### src/rtl/reg_write_arb.sv
// rtl/reg_write_arb.sv - round-robin arbiter for the shared register write port
// Optional LOCK_LIMIT_EN: caps a locked burst at MAX_LOCK consecutive grant cycles.
module reg_write_arb #(
  parameter int WIDTH    = 16,
  parameter int NREQ     = 4,
  parameter int MAX_LOCK = 8
) (
  input  logic                  CLK,
  input  logic                  reset,
  input  logic [NREQ-1:0]       req,
  input  logic [NREQ-1:0]       lock,
  input  logic [NREQ*WIDTH-1:0] data,
  output logic [NREQ-1:0]       grant,
  output logic [WIDTH-1:0]      reg_D,
  output logic                  write,
  output logic                  busy
);

  localparam int LW = (NREQ > 1) ? $clog2(NREQ) : 1;

  logic [LW-1:0]   last_winner;
  logic [LW-1:0]   next_winner;
  logic [LW-1:0]   idx;
  logic [NREQ-1:0] next_grant;
  logic            hold;
  logic            found;
  logic            lock_ok;

`ifdef LOCK_LIMIT_EN
  localparam int CW = $clog2(MAX_LOCK + 1);
  logic [CW-1:0] lock_cnt;

  assign lock_ok = (lock_cnt < CW'(MAX_LOCK));

  always_ff @(posedge CLK) begin
    if (reset) begin
      lock_cnt <= '0;
    end else if (hold) begin
      lock_cnt <= lock_cnt + 1'b1;
    end else if (|next_grant) begin
      lock_cnt <= CW'(1);
    end else begin
      lock_cnt <= '0;
    end
  end
`else
  assign lock_ok = 1'b1;
`endif

  // grant is one-hot at last_winner whenever it is non-zero
  assign hold = grant[last_winner] & req[last_winner] & lock[last_winner] & lock_ok;

  always_comb begin
    next_grant  = '0;
    next_winner = last_winner;
    found       = 1'b0;
    idx         = '0;
    if (hold) begin
      next_grant = grant;
    end else begin
      for (int off = 1; off <= NREQ; off++) begin
        idx = LW'((int'(last_winner) + off) % NREQ);
        if (!found && req[idx]) begin
          found           = 1'b1;
          next_winner     = idx;
          next_grant[idx] = 1'b1;
        end
      end
    end
  end

  always_ff @(posedge CLK) begin
    if (reset) begin
      grant       <= '0;
      last_winner <= LW'(NREQ - 1);
    end else begin
      grant <= next_grant;
      if (|next_grant) begin
        last_winner <= next_winner;
      end
    end
  end

  always_comb begin
    reg_D = '0;
    for (int i = 0; i < NREQ; i++) begin
      reg_D = reg_D | (data[i*WIDTH +: WIDTH] & {WIDTH{grant[i]}});
    end
  end

  // a grant slot whose requester withdrew is simply lost
  assign write = (|(grant & req)) & ~reset;
  assign busy  = |grant;

endmodule

### config.mk
export PLATFORM = sky130hd
export DESIGN_NAME = reg_write_arb
export DESIGN_NICKNAME = d
export VERILOG_FILES = /design/src/rtl/reg_write_arb.sv
export SDC_FILE = /design/constraint.sdc
export NUM_CORES = 1
export LEC_CHECK = 0
export ABC_CLOCK_PERIOD_IN_PS = 7580
export CAP_MARGIN = 20
export CORE_ASPECT_RATIO = 2
export CORE_UTILIZATION = 35
export DETAILED_ROUTE_END_ITERATION = 10
export HOLD_SLACK_MARGIN = 0.12
export PLACE_DENSITY_LB_ADDON = 0.15
export SLEW_MARGIN = 20
export SYNTH_ARGS = -nofsm -noshare
export SYNTH_HDL_FRONTEND = slang
export SYNTH_SLANG_ARGS = --single-unit
### constraint.sdc
create_clock -name CLK -period 7.58 [get_ports CLK]
set_input_delay 1.516 -clock CLK [delete_from_list [all_inputs] [get_ports CLK]]
set_output_delay 1.516 -clock CLK [all_outputs]
set_load 0.1 [all_outputs]
==> summary.txt, run 1 <==
Status
  – Status: completed

Timing
  – Worst-margin pin slew: 1020 ps
  – Final Hold Vio Count: 0
  – RSZ-0062 raised after global routing: no
  – Slew Limit Fails: 0
  – Setup violations, final: 0
  – Max_slew headroom: 32.0%
  – Fin worst setup slack: 2420 ps
  – Skew final: 0.107 ps
  – Highest Clock Rate: 194 MHz
  – Final min period: 5160 ps
  – Setup_tns: 0 ps
  – Period utilisation layout: 68.1%

Yosys
  – Commonest cells post-synth: a22oi_1 (33), nand2_1 (28), ha_1 (8)
  – Syn. warnings: 0
  – FF+latch count, synth: 6
  – Ys async rst share: 0%
  – Cell accounting for the most synthesized area: a22oi_1
  – Post-synth EDFFs: 0
  – Top cells by area, synth: a22oi_1 (22%), dfxtp_1 (11%), mux4_2 (10%)
  – Synth Flop Type: dfxtp_1
  – Synth Instances: 146
  – Post-synthesis cell type count: 42
  – Seq/Total Area, Yosys: 10.7%
  – Post-synth top area share: 22.0%
  – Most frequent cell after synthesis: a22oi_1
  – Synth Cell Area: 1130 µm²
  – Mapped Avg Cell Area: 7.72 µm²
  – Synth Net Count: 228

CTS
  – H-Tree Depth: 1
  – TritonCTS Buffers: 3
  – Post-cts sizing count: 0
  – Clock Sinks: 6
  – Clk Latency, worst-skew pair: 220 ps
  – Post-CTS Setup Inserts: 0
  – Clock Pin Slew Worst Setup and Hold Paths: 30 ps
  – Root Driver: clkbuf_8
  – TritonCTS clock tree: done
  – Clk buf depth: 2
  – CTS Hold Bufs: 0

Setup path
  – Crit-path slowest cell: clkdlybuf4s50_1
  – CP dominant cell by count: clkdlybuf4s50_1
  – Worst path max stage delay: 1170 ps
  – Critical path startpoint category: input pin
  – Worst-path cell chain: clkdlybuf4s50_1, a22oi_1, a31oi_1, clkdlybuf4s50_1
  – Worst Path Buf+Inv: 2
  – Crit end category: output port
  – WS Path Type: input pin to output port
  – Top delay family on crit path: buffers and inverters
  – Crit-path max FO: 8
  – CP required: 6060 ps
  – Critical path arrival: 3650 ps

Detailed routing
  – WL met2: 2840 µm
  – Drt total wl: 5170 µm
  – DR DRC count: 0
  – Met1 Wirelength: 1710 µm
  – DR pass1 iterations: 4
  – Antenna Violating Nets Remaining: 0
  – 1st-iter DRT viols: 51
  – Via count of the routed design: 1598
  – DR vias/cell: 6.10
  – Met3 WL: 412 µm
  – WL/cell: 19.7 µm
  – Uppermost layer routed: met4

Placed design
  – GP Congestion: 0.922
  – Place WS: 2430 ps
  – Post-DP HPWL: 4070 µm
  – PortBufs: 95
  – DP Cell Count: 259

Global routing
  – GRT overflow: 0
  – Number of global-route vias before repair: 1595
  – First-pass GRT wire length: 7870 µm
  – Tot GR Track Use: 29.4%
  – Largest net degree at the start of global routing: 23
  – Initial antenna violation count: 0

Die
  – Die width: 42.1 µm
  – FP Rows: 28
  – Core Region: 3010 µm²
  – Initial core utilization: 37.4%
  – Die area: 3470 µm²
  – Boundary Pins: 96
  – Chip Height: 82.3 µm

Finish
  – N_diodes: 0
  – Fin cells: 262
  – Finished Core Util: 69.6%
  – Share of cells above drive strength 1: 6.47%
  – Layout area overhead: 86.1%
  – # nets final: 316

Hold path
  – Min-delay worst type: register to register

Flow run
  – Max Cap Violations: 0
state kept, by name, summed over array words and instances, names as in the netlist:
register,count
grant,4
last_winner,2
cell usage in the layout, fill, tap and decap left out:
master	count
ha_1	8
a221oi_1	2
nor3b_2	1
nor2b_1	1
nand3b_1	1
nand4_1	1
or3_2	1
a22o_1	2
dfxtp_1	6
o31ai_1	1
nand4b_1	1
o311a_1	1
mux4_2	5
a31oi_1	2
or4_1	1
nor2_1	7
a211oi_1	1
o221ai_1	1
o32ai_1	1
clkbuf_8	3
a2111oi_2	1
mux2_2	1
o21ai_0	1
o2bb2ai_1	1
clkdlybuf4s50_1	95
nand3_1	2
o22ai_1	2
nor4b_4	1
a21oi_1	3
o31ai_2	1
a22oi_1	33
a21o_1	2
inv_1	6
nand2_1	28
and2_1	1
nor3_1	3
or3b_1	1
o21bai_1	1
a41oi_2	1
o21ai_1	1
metrics by stage:
step	instance area (µm²)	hold slack, ps
after floorplan	1130	761
after global placement	2060	821
after detailed placement	2060	832
after CTS	2100	873
after global routing	2100	913
final	2100	877
path summary, 6_finish.rpt:
kind	endpoint	start	cells past startpoint	slack [ps]
min	last_winner[1]$_SDFFE_PP1P_	last_winner[1]$_SDFFE_PP1P_	2	880
max reg2reg	last_winner[1]$_SDFFE_PP1P_	last_winner[0]$_SDFFE_PP1P_	9	3970
max	write	req[0]	4	2420
min reg2reg	last_winner[1]$_SDFFE_PP1P_	last_winner[1]$_SDFFE_PP1P_	2	880
kinds of logic after synthesis:
| logic type | count (synthesis) | share of synthesized area [%] |
|---|---|---|
| buf+inv | 18 | 7.21 |
| compound gates | 58 | 40.0 |
| simple gates | 50 | 22.3 |
| flops | 6 | 10.7 |
| fa+ha+maj | 8 | 8.88 |
| mux | 6 | 11.0 |
routing by layer:
metal  GRT usage (%)  vias up
met5               0        -
met4            14.4        0
met3            7.61       20
met2            56.6       85
met1            28.4      746
li1                -      747
worst register-to-register path, delay by kind of cell, from the launching register on:
kind                     cells  cell delay [ps]
AO/OA/AOI/OAI                5             1150
adder cells (fa/ha/maj)      1              460
buffers and inverters        1              330
flip-flops                   1              700
multiplexers                 1              610
AND/OR/NAND/NOR              1              220
area by class of cell:
cell class / instances / area (µm²)
repair buffers: 95 / 951
multi-input cells: 122 / 926
fillers: 265 / 915
flip-flops and latches: 6 / 120
clock buffers: 3 / 41.3
well taps: 30 / 37.5
inverters: 6 / 22.5
Power of run 1 is left out: the tool's default activity adds up to more than one toggle a clock period on the data nets, which glitch-free logic cannot reach.
==> inputs of run 2 (changes only) <==
--- a/config.mk
+++ b/config.mk
@@ -5,10 +5,10 @@
 export SDC_FILE = /design/constraint.sdc
 export NUM_CORES = 1
 export LEC_CHECK = 0
-export ABC_CLOCK_PERIOD_IN_PS = 7580
+export ABC_CLOCK_PERIOD_IN_PS = 4200
 export CAP_MARGIN = 20
 export CORE_ASPECT_RATIO = 2
-export CORE_UTILIZATION = 35
+export CORE_UTILIZATION = 29
 export DETAILED_ROUTE_END_ITERATION = 10
 export HOLD_SLACK_MARGIN = 0.12
 export PLACE_DENSITY_LB_ADDON = 0.15
==> constraint.sdc (replaced) <==
create_clock -name CLK -period 4.2 [get_ports CLK]
set_input_delay 0.84 -clock CLK [delete_from_list [all_inputs] [get_ports CLK]]
set_output_delay 0.84 -clock CLK [all_outputs]
set_load 0.1 [all_outputs]
==> run 2 against run 1 <==
Non-clock buffer count rose by 5; first-iteration DRC count down 51%; flip-flop and latch count unchanged; largest cell class unchanged.
==> summary.txt, run 2 (synthesis gave the netlist of run 1 again) <==
Status
  – Status: completed (unchanged)

Setup path
  – Crit-path max FO: 22 (was 8)
  – CP required: 3360 ps (was 6060 ps)
  – Worst Path Buf+Inv: 1 (was 2)
  – Worst-path cell chain: clkdlybuf4s50_1 (was clkdlybuf4s50_1, a22oi_1, a31oi_1, clkdlybuf4s50_1)
  – Crit end category: output port (unchanged)
  – Critical path startpoint category: register (was input pin)
  – Crit-path slowest cell: clkdlybuf4s50_1 (unchanged)
  – Critical path arrival: 2360 ps (was 3650 ps)
  – Top delay family on crit path: buffers and inverters (unchanged)
  – WS Path Type: register to output port (was input pin to output port)
  – Worst path max stage delay: 1280 ps (was 1170 ps)

Timing
  – Skew final: 0.625 ps (was 0.107 ps)
  – Highest Clock Rate: 313 MHz
  – Setup_tns: 0 ps (unchanged)
  – Setup violations, final: 0 (unchanged)
  – Final Hold Vio Count: 0 (unchanged)
  – Worst-margin pin slew: 974 ps (was 1020 ps)
  – Slew Limit Fails: 0 (unchanged)
  – Period utilisation layout: 76.1%
  – Max_slew headroom: 34.9% (was 32.0%)
  – Final min period: 3200 ps
  – RSZ-0062 raised after global routing: no (unchanged)

Finish
  – Max FFs per register: 4 (unchanged)
  – Most frequent cells in the layout: clkdlybuf4s50_1 (77), a22oi_1 (33), nand2_1 (28), buf_4 (23), ha_1 (8) (was clkdlybuf4s50_1 (95), a22oi_1 (33), nand2_1 (28), ha_1 (8), nor2_1 (7))
  – # nets final: 321 (was 316)
  – Post-Layout Inst Area: 2110 µm² (was 2100 µm²)
  – Largest Register: grant (unchanged)
  – N_diodes: 0 (unchanged)
  – Top Registers: grant (4), last_winner (2) (unchanged)
  – Area used by multi-input combinational logic: 926 µm² (unchanged)
  – Most common cell after layout, fill and taps aside: clkdlybuf4s50_1 (unchanged)
  – Fill count: 377 (was 265)
  – Layout area overhead: 87.6% (was 86.1%)
  – Share of cells above drive strength 1: 16.0% (was 6.47%)
  – Register Area: 120 µm² (unchanged)

Die
  – Initial core utilization: 30.6% (was 37.4%)
  – Chip Height: 90.2 µm (was 82.3 µm)
  – FP Rows: 31 (was 28)
  – Core Region: 3680 µm² (was 3010 µm²)
  – Die width: 46.1 µm (was 42.1 µm)
  – Boundary Pins: 96 (unchanged)
  – Die area: 4160 µm² (was 3470 µm²)

Placed design
  – Post-DP HPWL: 4070 µm (about the same)
  – GP Congestion: 0.855 (was 0.922)
  – PortBufs: 95 (unchanged)
  – Post-DP Area: 2070 µm² (was 2060 µm²)

CTS
  – TritonCTS clock tree: done (unchanged)
  – CTS Hold Bufs: 0 (unchanged)
  – Root Driver: clkbuf_8 (unchanged)
  – Clk buf depth: 2 (unchanged)
  – TritonCTS Buffers: 3 (unchanged)
  – Clock Sinks: 6 (unchanged)
  – H-Tree Depth: 1 (unchanged)
  – Clk Latency, worst-skew pair: 220 ps (about the same)
  – Post-cts sizing count: 0 (unchanged)
  – Post-CTS Setup Inserts: 0 (unchanged)
  – Clock Pin Slew Worst Setup and Hold Paths: 30 ps (about the same)

Global routing
  – First-pass GRT wire length: 7790 µm (was 7870 µm)
  – Largest net degree at the start of global routing: 23 (unchanged)
  – Number of global-route vias before repair: 1599 (was 1595)
  – Met3 GRT Util: 5.22% (was 7.61%)
  – Tot GR Track Use: 25.3% (was 29.4%)
  – Grt met2 use: 47.4% (was 56.6%)
  – Initial antenna violation count: 0 (unchanged)
  – Routing usage on met1: 24.7% (was 28.4%)
  – GRT busiest layer: met2 (unchanged)
  – GRT overflow: 0 (unchanged)

Detailed routing
  – DR DRC count: 0 (unchanged)
  – WL/cell: 18.1 µm (was 19.7 µm)
  – Antenna Violating Nets Remaining: 0 (unchanged)
  – Drt total wl: 5170 µm (about the same)
  – Via count of the routed design: 1586 (was 1598)
  – DR pass1 iterations: 4 (unchanged)
  – DR vias/cell: 5.55 (was 6.10)
  – 1st-iter DRT viols: 25 (was 51)

Hold path
  – Min-delay worst type: register to register (unchanged)

Flow run
  – Max Cap Violations: 0 (unchanged)
==> run 2: worst paths after layout <==
check	startpoint	endpoint	slack, ps	cells past startpoint
max reg2reg	last_winner[0]$_SDFFE_PP1P_	last_winner[1]$_SDFFE_PP1P_	1320	10
min reg2reg	last_winner[1]$_SDFFE_PP1P_	last_winner[1]$_SDFFE_PP1P_	740	3
max	grant[2]$_SDFF_PP0_	grant[2]	1000	1
min	last_winner[1]$_SDFFE_PP1P_	last_winner[1]$_SDFFE_PP1P_	740	3
==> run 2: cell type report <==
class / instances / area share (%)
repair buffers: 100 / 44.6
flip-flops and latches: 6 / 5.68
well taps: 49 / 2.90
clock buffers: 3 / 1.95
multi-input cells: 122 / 43.8
inverters: 6 / 1.07
==> run 2: routing by layer <==
metal | part of all wire, % | wire length [µm] | vias to the layer above
met5 | 0 | 0 | -
met1 | 34 | 1740 | 725
met3 | 10 | 518 | 10
li1 | - | - | 756
met2 | 54 | 2790 | 95
met4 | 2.4 | 125 | 0
==> run 2: worst min-delay path, stage by stage, from the launching register on <==
cell      delay [ps]
dfxtp_1          310
buf_4            190
a211oi_1          70
a31oi_1          120
==> run 2: metrics by stage <==
stage                     setup slack, ps  instances  util [%]  hold WS, ps
after floorplan                       343        146         -          761
after global placement                884        283      56.3          723
after detailed placement              836        283      56.3          733
after CTS                             990        286      57.4          745
after global routing                  871        286      57.4          796
final                                1000        286      57.4          736
Power of run 2 is left out for the same reason.
